$ cat src/rtl/procco_seg_pkg.sv
// rtl/procco_seg_pkg.sv - shared state type, blank constants and hex-to-segment table for the scan driver
package procco_seg_pkg;

   typedef enum logic {
      ST_OFF  = 1'b0,
      ST_SCAN = 1'b1
   } seg_state_t;

   localparam logic [6:0] SEG_BLANK = 7'h7F;
   localparam logic [7:0] AN_OFF    = 8'hFF;

   // Active-low cathodes, bit 0 = segment a .. bit 6 = segment g
   localparam logic [6:0] HEX7SEG_TABLE [16] = '{
      7'h40, 7'h79, 7'h24, 7'h30,   // 0 1 2 3
      7'h19, 7'h12, 7'h02, 7'h78,   // 4 5 6 7
      7'h00, 7'h10, 7'h08, 7'h03,   // 8 9 A b
      7'h46, 7'h21, 7'h06, 7'h0E    // C d E F
   };

endpackage

$ cat src/rtl/hex7seg_decoder.sv
// rtl/hex7seg_decoder.sv - combinational nibble to active-low seven-segment decoder
module hex7seg_decoder
   import procco_seg_pkg::*;
(
   input  logic [3:0] nibble,
   output logic [6:0] seg
);

   assign seg = HEX7SEG_TABLE[nibble];

endmodule

$ cat src/rtl/seg_scan_driver.sv
// rtl/seg_scan_driver.sv - 8-digit multiplexed seven-segment scan driver; SEG_LZB_EN enables leading-zero blanking
module seg_scan_driver
   import procco_seg_pkg::*;
#(
   parameter int SCAN_DIV = 100000
) (
   input  logic        clk,
   input  logic        reset,
   input  logic        load,
   input  logic [31:0] data,
   output logic [6:0]  SEG,
   output logic [7:0]  AN,
   output logic        pending,
   output logic        frame_done
);

   localparam int            CW       = (SCAN_DIV > 2) ? $clog2(SCAN_DIV) : 1;
   localparam logic [CW-1:0] CNT_LAST = CW'(SCAN_DIV - 1);

   seg_state_t    state;
   logic [CW-1:0] presc;
   logic [2:0]    idx;
   logic [31:0]   disp_word;
   logic [31:0]   pend_word;
   logic          terminal;
   logic          boundary;
   logic [3:0]    nibble;
   logic [6:0]    seg_dec;
   logic          digit_lit;
   logic [6:0]    seg_next;
   logic [7:0]    an_next;

   // A slot ends on the last prescaler count; the slot of digit 7 closes the frame.
   assign terminal   = (state == ST_SCAN) && (presc == CNT_LAST);
   assign boundary   = terminal && (idx == 3'd7);
   assign frame_done = boundary;

   assign nibble = disp_word[{idx, 2'b00} +: 4];

   hex7seg_decoder u_dec (
      .nibble (nibble),
      .seg    (seg_dec)
   );

`ifdef SEG_LZB_EN
   // Index of the most significant nonzero nibble; digit 0 when the word is zero.
   function automatic logic [2:0] top_digit(input logic [31:0] w);
      logic [2:0] t;
      t = 3'd0;
      for (int i = 1; i < 8; i++) begin
         if (w[4*i +: 4] != 4'h0) t = 3'(i);
      end
      return t;
   endfunction

   assign digit_lit = (idx <= top_digit(disp_word));
`else
   assign digit_lit = 1'b1;
`endif

   // Scan timing: prescaler and digit index advance only while scanning.
   always_ff @(posedge clk or posedge reset) begin
      if (reset) begin
         state <= ST_OFF;
         presc <= '0;
         idx   <= '0;
      end else if (state == ST_OFF) begin
         if (load) begin
            state <= ST_SCAN;
            presc <= '0;
            idx   <= '0;
         end
      end else if (terminal) begin
         presc <= '0;
         idx   <= idx + 3'd1;
      end else begin
         presc <= presc + CW'(1);
      end
   end

   // Word handling: loads go live at once from OFF, otherwise only at a frame boundary.
   always_ff @(posedge clk or posedge reset) begin
      if (reset) begin
         disp_word <= '0;
         pend_word <= '0;
         pending   <= 1'b0;
      end else if (state == ST_OFF) begin
         if (load) disp_word <= data;
      end else if (boundary) begin
         if (load)         disp_word <= data;
         else if (pending) disp_word <= pend_word;
         pending <= 1'b0;
      end else if (load) begin
         pend_word <= data;
         pending   <= 1'b1;
      end
   end

   // Next drive values: one-hot-low anode for the current digit, or fully blank.
   always_comb begin
      seg_next = SEG_BLANK;
      an_next  = AN_OFF;
      if (state == ST_SCAN && digit_lit) begin
         an_next  = ~(8'd1 << idx);
         seg_next = seg_dec;
      end
   end

   // Registered pin drive, lagging index/display updates by one cycle.
   always_ff @(posedge clk or posedge reset) begin
      if (reset) begin
         SEG <= SEG_BLANK;
         AN  <= AN_OFF;
      end else begin
         SEG <= seg_next;
         AN  <= an_next;
      end
   end

endmodule

$ cat config.mk
export PLATFORM = sky130hd
export DESIGN_NAME = seg_scan_driver
export DESIGN_NICKNAME = d
export VERILOG_FILES = /design/src/rtl/procco_seg_pkg.sv /design/src/rtl/hex7seg_decoder.sv /design/src/rtl/seg_scan_driver.sv
export SDC_FILE = /design/constraint.sdc
export NUM_CORES = 1
export LEC_CHECK = 0
export ABC_CLOCK_PERIOD_IN_PS = 3420
export CAP_MARGIN = 25
export CORE_AREA = 2 2 132 134
export CTS_CLUSTER_DIAMETER = 50
export DETAILED_ROUTE_END_ITERATION = 6
export DIE_AREA = 0 0 134 136
export MAX_ROUTING_LAYER = met4
export PLACE_DENSITY = 0.52
export SYNTH_ARGS = -nofsm -noshare
export SYNTH_HDL_FRONTEND = slang
export SYNTH_SLANG_ARGS = --single-unit
$ cat constraint.sdc
create_clock -name clk -period 3.42 [get_ports clk]
set_input_delay 0.684 -clock clk [delete_from_list [all_inputs] [get_ports clk]]
set_output_delay 0.684 -clock clk [all_outputs]
set_load 0.05 [all_outputs]
== Word level (Yosys, flattened, before mapping) ==
Memories as Yosys holds them, arrays and structs flattened.
Cells that the tools add are included.
Operators by class
  divide/modulo/power cells: 0
  bitwise logic cells: 3
  mux-type cells: 19
  magnitude comparators: 1
  shifts and indexed selects: 2
  equal/unequal tests: 5
  reductions and logical operators: 8
  add/sub/neg operators: 2
  multipliers: 0
Operators by type and width (number)
  32-bit two-way mux: 5
  17-bit two-way mux: 3
  32-bit by 6-bit variable part select with 4-bit output: 1
  7-bit two-way mux: 3
  17-bit by 1-bit adder with 17-bit output, second input constant: 1
  17-bit == test, second input constant: 1
  3-bit two-way mux: 3
  8-bit two-way mux: 1
  8-bit NOT: 1
  1-bit by 3-bit << shifter with 8-bit output, first input constant: 1
  3-bit AND reduction: 2
  5-bit greater-or-equal comparator, second input constant: 1
  4-bit NOT with 5-bit output: 1
  1-bit two-way mux: 4
  2-bit AND reduction: 2
  2-bit nonzero test: 2
  3-bit by 1-bit adder with 3-bit output, second input constant: 1
  3-bit == test, second input constant: 1
  3-bit != test, second input constant: 1
  1-bit logical AND: 2
  2-bit by 1-bit != test with 1-bit output, second input constant: 1
  2-bit != test, second input constant: 1
  1-bit NOT: 1
Word-level totals
  memory bits (read-only): 112
  register bits after elaboration: 101
  RAM bits: 0
  memories kept: 1
  latch bits: 0
  bits of input ports: 35
  output and inout bits: 17
Memories
  (name not given): depth 16, bits a word 7, rd ports 1, clocked after Yosys merged registers in 0, wr ports 0, RTL line hex7seg_decoder.sv:9  | assign seg = HEX7SEG_TABLE[nibble];

== Logic depth before layout (Yosys ltp) ==
  word-level depth: 6
  depth in mapped cells: 9
  mapped depth without buffers: 7

== Hierarchy ==
A second synthesis with hierarchy kept.
Unflattened totals
  cell total of the unflattened synthesis: 436
  area, all modules: 5159.9 sq um
By module, submodules not included
  seg_scan_driver: sequential area each 2546.2 sq um, times used 1, cells each 404, area each 4884.7 sq um
  hex7seg_decoder: sequential area each 0.0 sq um, times used 1, cells each 32, area each 275.3 sq um

== Least setup slack after synthesis ==
OpenSTA, ideal clock, no wires.
  path kind: register to output
  start point: register presc[0]
  end point: output frame_done
  path buffers: 1
  arrival time: 1.997 ns
  slack: 0.739 ns
  cell stages (with the launch flop): 7
  path through: dfrtp_1 > ha_1 > and4_1 > buf_2 > nand3_2 > or2_4 > nor2_1
On the way
  longest elaborated chain between the ends: 3
Ends and longest elaborated chain
  start: declaration: RTL line seg_scan_driver.sv:21  | logic [CW-1:0] presc;
  start signal: assignment: RTL line seg_scan_driver.sv:77  | presc <= presc + CW'(1);
  17-bit == test: RTL line seg_scan_driver.sv:34  | assign terminal = (state == ST_SCAN) && (presc == CNT_LAST);
  1-bit logical AND: RTL line seg_scan_driver.sv:34
  1-bit logical AND: RTL line seg_scan_driver.sv:35  | assign boundary = terminal && (idx == 3'd7);
  end: declaration: RTL line seg_scan_driver.sv:14  | output logic frame_done
No other way between the ends.

== Worst setup path after layout ==
Ends and elaborated chain as after synthesis.

==> results.txt <==
Outcome = completed
Die Wd = 134 um
Setup CP Type = reg2out
Max Fclk = 338 MHz
Final Worst Setup Slack = 0.464 ns
Power, Total = 3.49 mW
Clock sinks = 101
# hold bufs at CTS = 0
Synth area leaders = dfrtp_1 43%, mux2i_1 8.6%, dfstp_2 7.9%
Final Util = 35.6%
Vias in the first global route = 3538
Slowest cell on crit path = dfrtp_1
Postcts setup bufs = 0
Worst EP required = 2.74 ns
Root Buffer = clkbuf_16
Startpoint Class = register
Initial core utilization = 29.5%
Drt first pass iters = 4
Worst Tran Pin Value = 0.836 ns
Max VDD drop = 0.332 mV
CP max FO = 7
Number of diodes = 0
Initial antenna violation count = 0
WP data arrival = 2.27 ns
Deepest clock path buffer count = 2
Total GRT Usage = 13.3%
P_leak = 2.55 nW
Share of layout cells above drive strength 1 = 17.8%
Syn nets = 477
First-pass GRT wire length = 18300 um
GR Overflow Total = 0
P per Cell Area = 581 nW/um^2
Die Footprint = 18200 um^2
Hold Violations, Final = 0
CP max stage delay = 0.40 ns
Standard-cell rows = 48
Top FF cell, synth = dfrtp_1
Dpl hpwl = 7480 um
Setup TNS = 0 ns
Relative slew slack = 44.2%
WP buf/inv = 1
Yosys reg bits = 101
Post-synth EDFFs = 0
Max-cap violations = 0
Yosys cell types = 52
H-tree levels = 3
Avg Inst Size Synth = 11.6 um^2
Cts repair resizes = 0
Drt via density = 4.85
Pre-CTS setup slack = 0.637 ns
Max Transition Viols Final = 0
Drt drc = 0
Synth Instances = 430
Sequential area share after synthesis = 51.2%
Detailed Route WL = 10900 um
Placer Congestion = 0.820
Boundary pin count = 52
Die height = 136 um
Share of the synthesized area in the top cell type = 43.2%
Clock slew at reported path FFs = 0.07 ns
Fillcell total = 1660
Clock Skews = 0.00901 ns
FF-to-FF setup slack = 0.65 ns
Mapped Area = 4980 um^2
WL per Instance = 15.6 um
Worst skew pair latency = 0.35 ns
Min Tclk post-route = 2.96 ns
Largest area contributor in the netlist = dfrtp_1
Delay-heaviest family, CP = simple AND/OR/NAND/NOR gates
Most common cell after layout, fill and taps aside = dfrtp_1
CTS Buf Count = 9
I/O Buffers = 51
Vias post-DR = 3406
Largest net degree at the start of global routing = 67
DR iter-0 viols = 252
Net count reported at finish = 519
Final setup vio count = 0
Crit path cell chain = ha_1 > and4_1 > nand3_2 > or2_4 > nor2_1 > buf_4
Area growth from synthesis to layout = 20.6%
TritonCTS clock tree = done
Ys async rst share = 100%
DRT antenna net count = 0
Most frequent cells in the layout = 86 x dfrtp_1, 71 x a21oi_1, 50 x clkdlybuf4s50_1
Setup crit end kind = output pin
Tcrit/Tclk final = 86.4%
Synth Warn # = 0
Worst hold path class = reg2reg
Unrepaired setup endpoints after global routing = no
Core area = 16900 um^2
## state kept, by name, summed over array words and instances (netlist names)
signal / flops
state: 1
idx: 3
presc: 17
SEG: 7
AN: 8
pending: 1
disp_word: 32
pend_word: 32
## synthesized netlist by cell type (2+ instances only)
master     n
or3_1      3
dfstp_2   15
a22o_1     3
nand2_1   23
nor3_1     2
buf_6      6
mux2_1     2
buf_2     13
a21o_1     4
ha_1      12
mux4_1     2
nor2b_1    2
and2_1     2
inv_1     13
nand2b_1   2
mux4_2     4
o21ai_0   13
mux2i_1   43
o221ai_1   2
and4_1     2
a31oi_1   14
nand3_1   10
nor2_1    10
mux2_2    32
a41oi_1    2
dfrtp_1   86
clkbuf_1  10
nand4_1    4
a21oi_1   71
## worst paths after layout
path                                                   to  cells after the start                       from
worst max-delay path                           frame_done                      6       presc[0]$_DFFE_PP0P_
worst min-delay path            pend_word[14]$_DFFE_PP0P_                      1  pend_word[14]$_DFFE_PP0P_
worst max register to register           SEG[3]$_DFF_PP1_                      6         idx[1]$_DFFE_PP0P_
worst min register to register  pend_word[14]$_DFFE_PP0P_                      1  pend_word[14]$_DFFE_PP0P_
max in group asynchronous       pend_word[22]$_DFFE_PP0P_                      3                      reset
min in group asynchronous            presc[1]$_DFFE_PP0P_                      2                      reset
## power by group
part | switching [mW] | total, mW | internal, mW
Combinational | 0.492 | 0.880 | 0.387
Sequential | 0.163 | 1.59 | 1.43
Clock | 0.427 | 1.01 | 0.588
## layer usage
metal / track usage, % / vias up / wire (um) / share of wire [%]
li1: - / 1656 / - / -
met1: 16.7 / 1672 / 5070 / 46
met4: 4.79 / 0 / 184 / 1.7
met2: 21.1 / 66 / 5310 / 49
met5: - / - / 0 / 0
met3: 2.91 / 12 / 364 / 3.3
## stage by stage
step | hold slack, ns | instances | instance area (um^2)
6_report | 0.488 | 702 | 6000
5_1_grt | 0.516 | 702 | 6000
4_1_cts | 0.496 | 702 | 6000
3_5_place_dp | 0.481 | 686 | 5720
3_3_place_gp | 0.476 | 686 | 5720
2_1_floorplan | 0.464 | 430 | 4980
## cells by family after synthesis
kind of cell	count (synthesis)	share of synthesized area [%]
buffers and inverters	43	4.47
AND/OR/NAND/NOR	68	7.14
XOR/XNOR	1	0.176
AO/OA/AOI/OAI	121	14.4
adder cells (fa/ha/maj)	12	3.02
multiplexers	84	19.7
flip-flops	101	51.2
## layout make-up
| class | count | area, um^2 | share of cell area, % |
|---|---|---|---|
| sequential | 101 | 2550 | 42.4 |
| multi-input combinational | 286 | 2220 | 37.0 |
| timing repair buffer | 60 | 613 | 10.2 |
| tap | 225 | 282 | 4.69 |
| clock buffer | 14 | 254 | 4.23 |
| inverter | 14 | 55.1 | 0.917 |
| clock inverter | 2 | 35.0 | 0.583 |
## worst reg2reg max path, cell delays in order (launching register included)
cell	delay [ns]
dfrtp_1	0.68
mux4_2	0.58
mux2i_1	0.44
inv_1	0.16
ha_1	0.28
mux2_2	0.27
a211o_1	0.29
No activity file was read; power rests on OpenSTA's default activity.
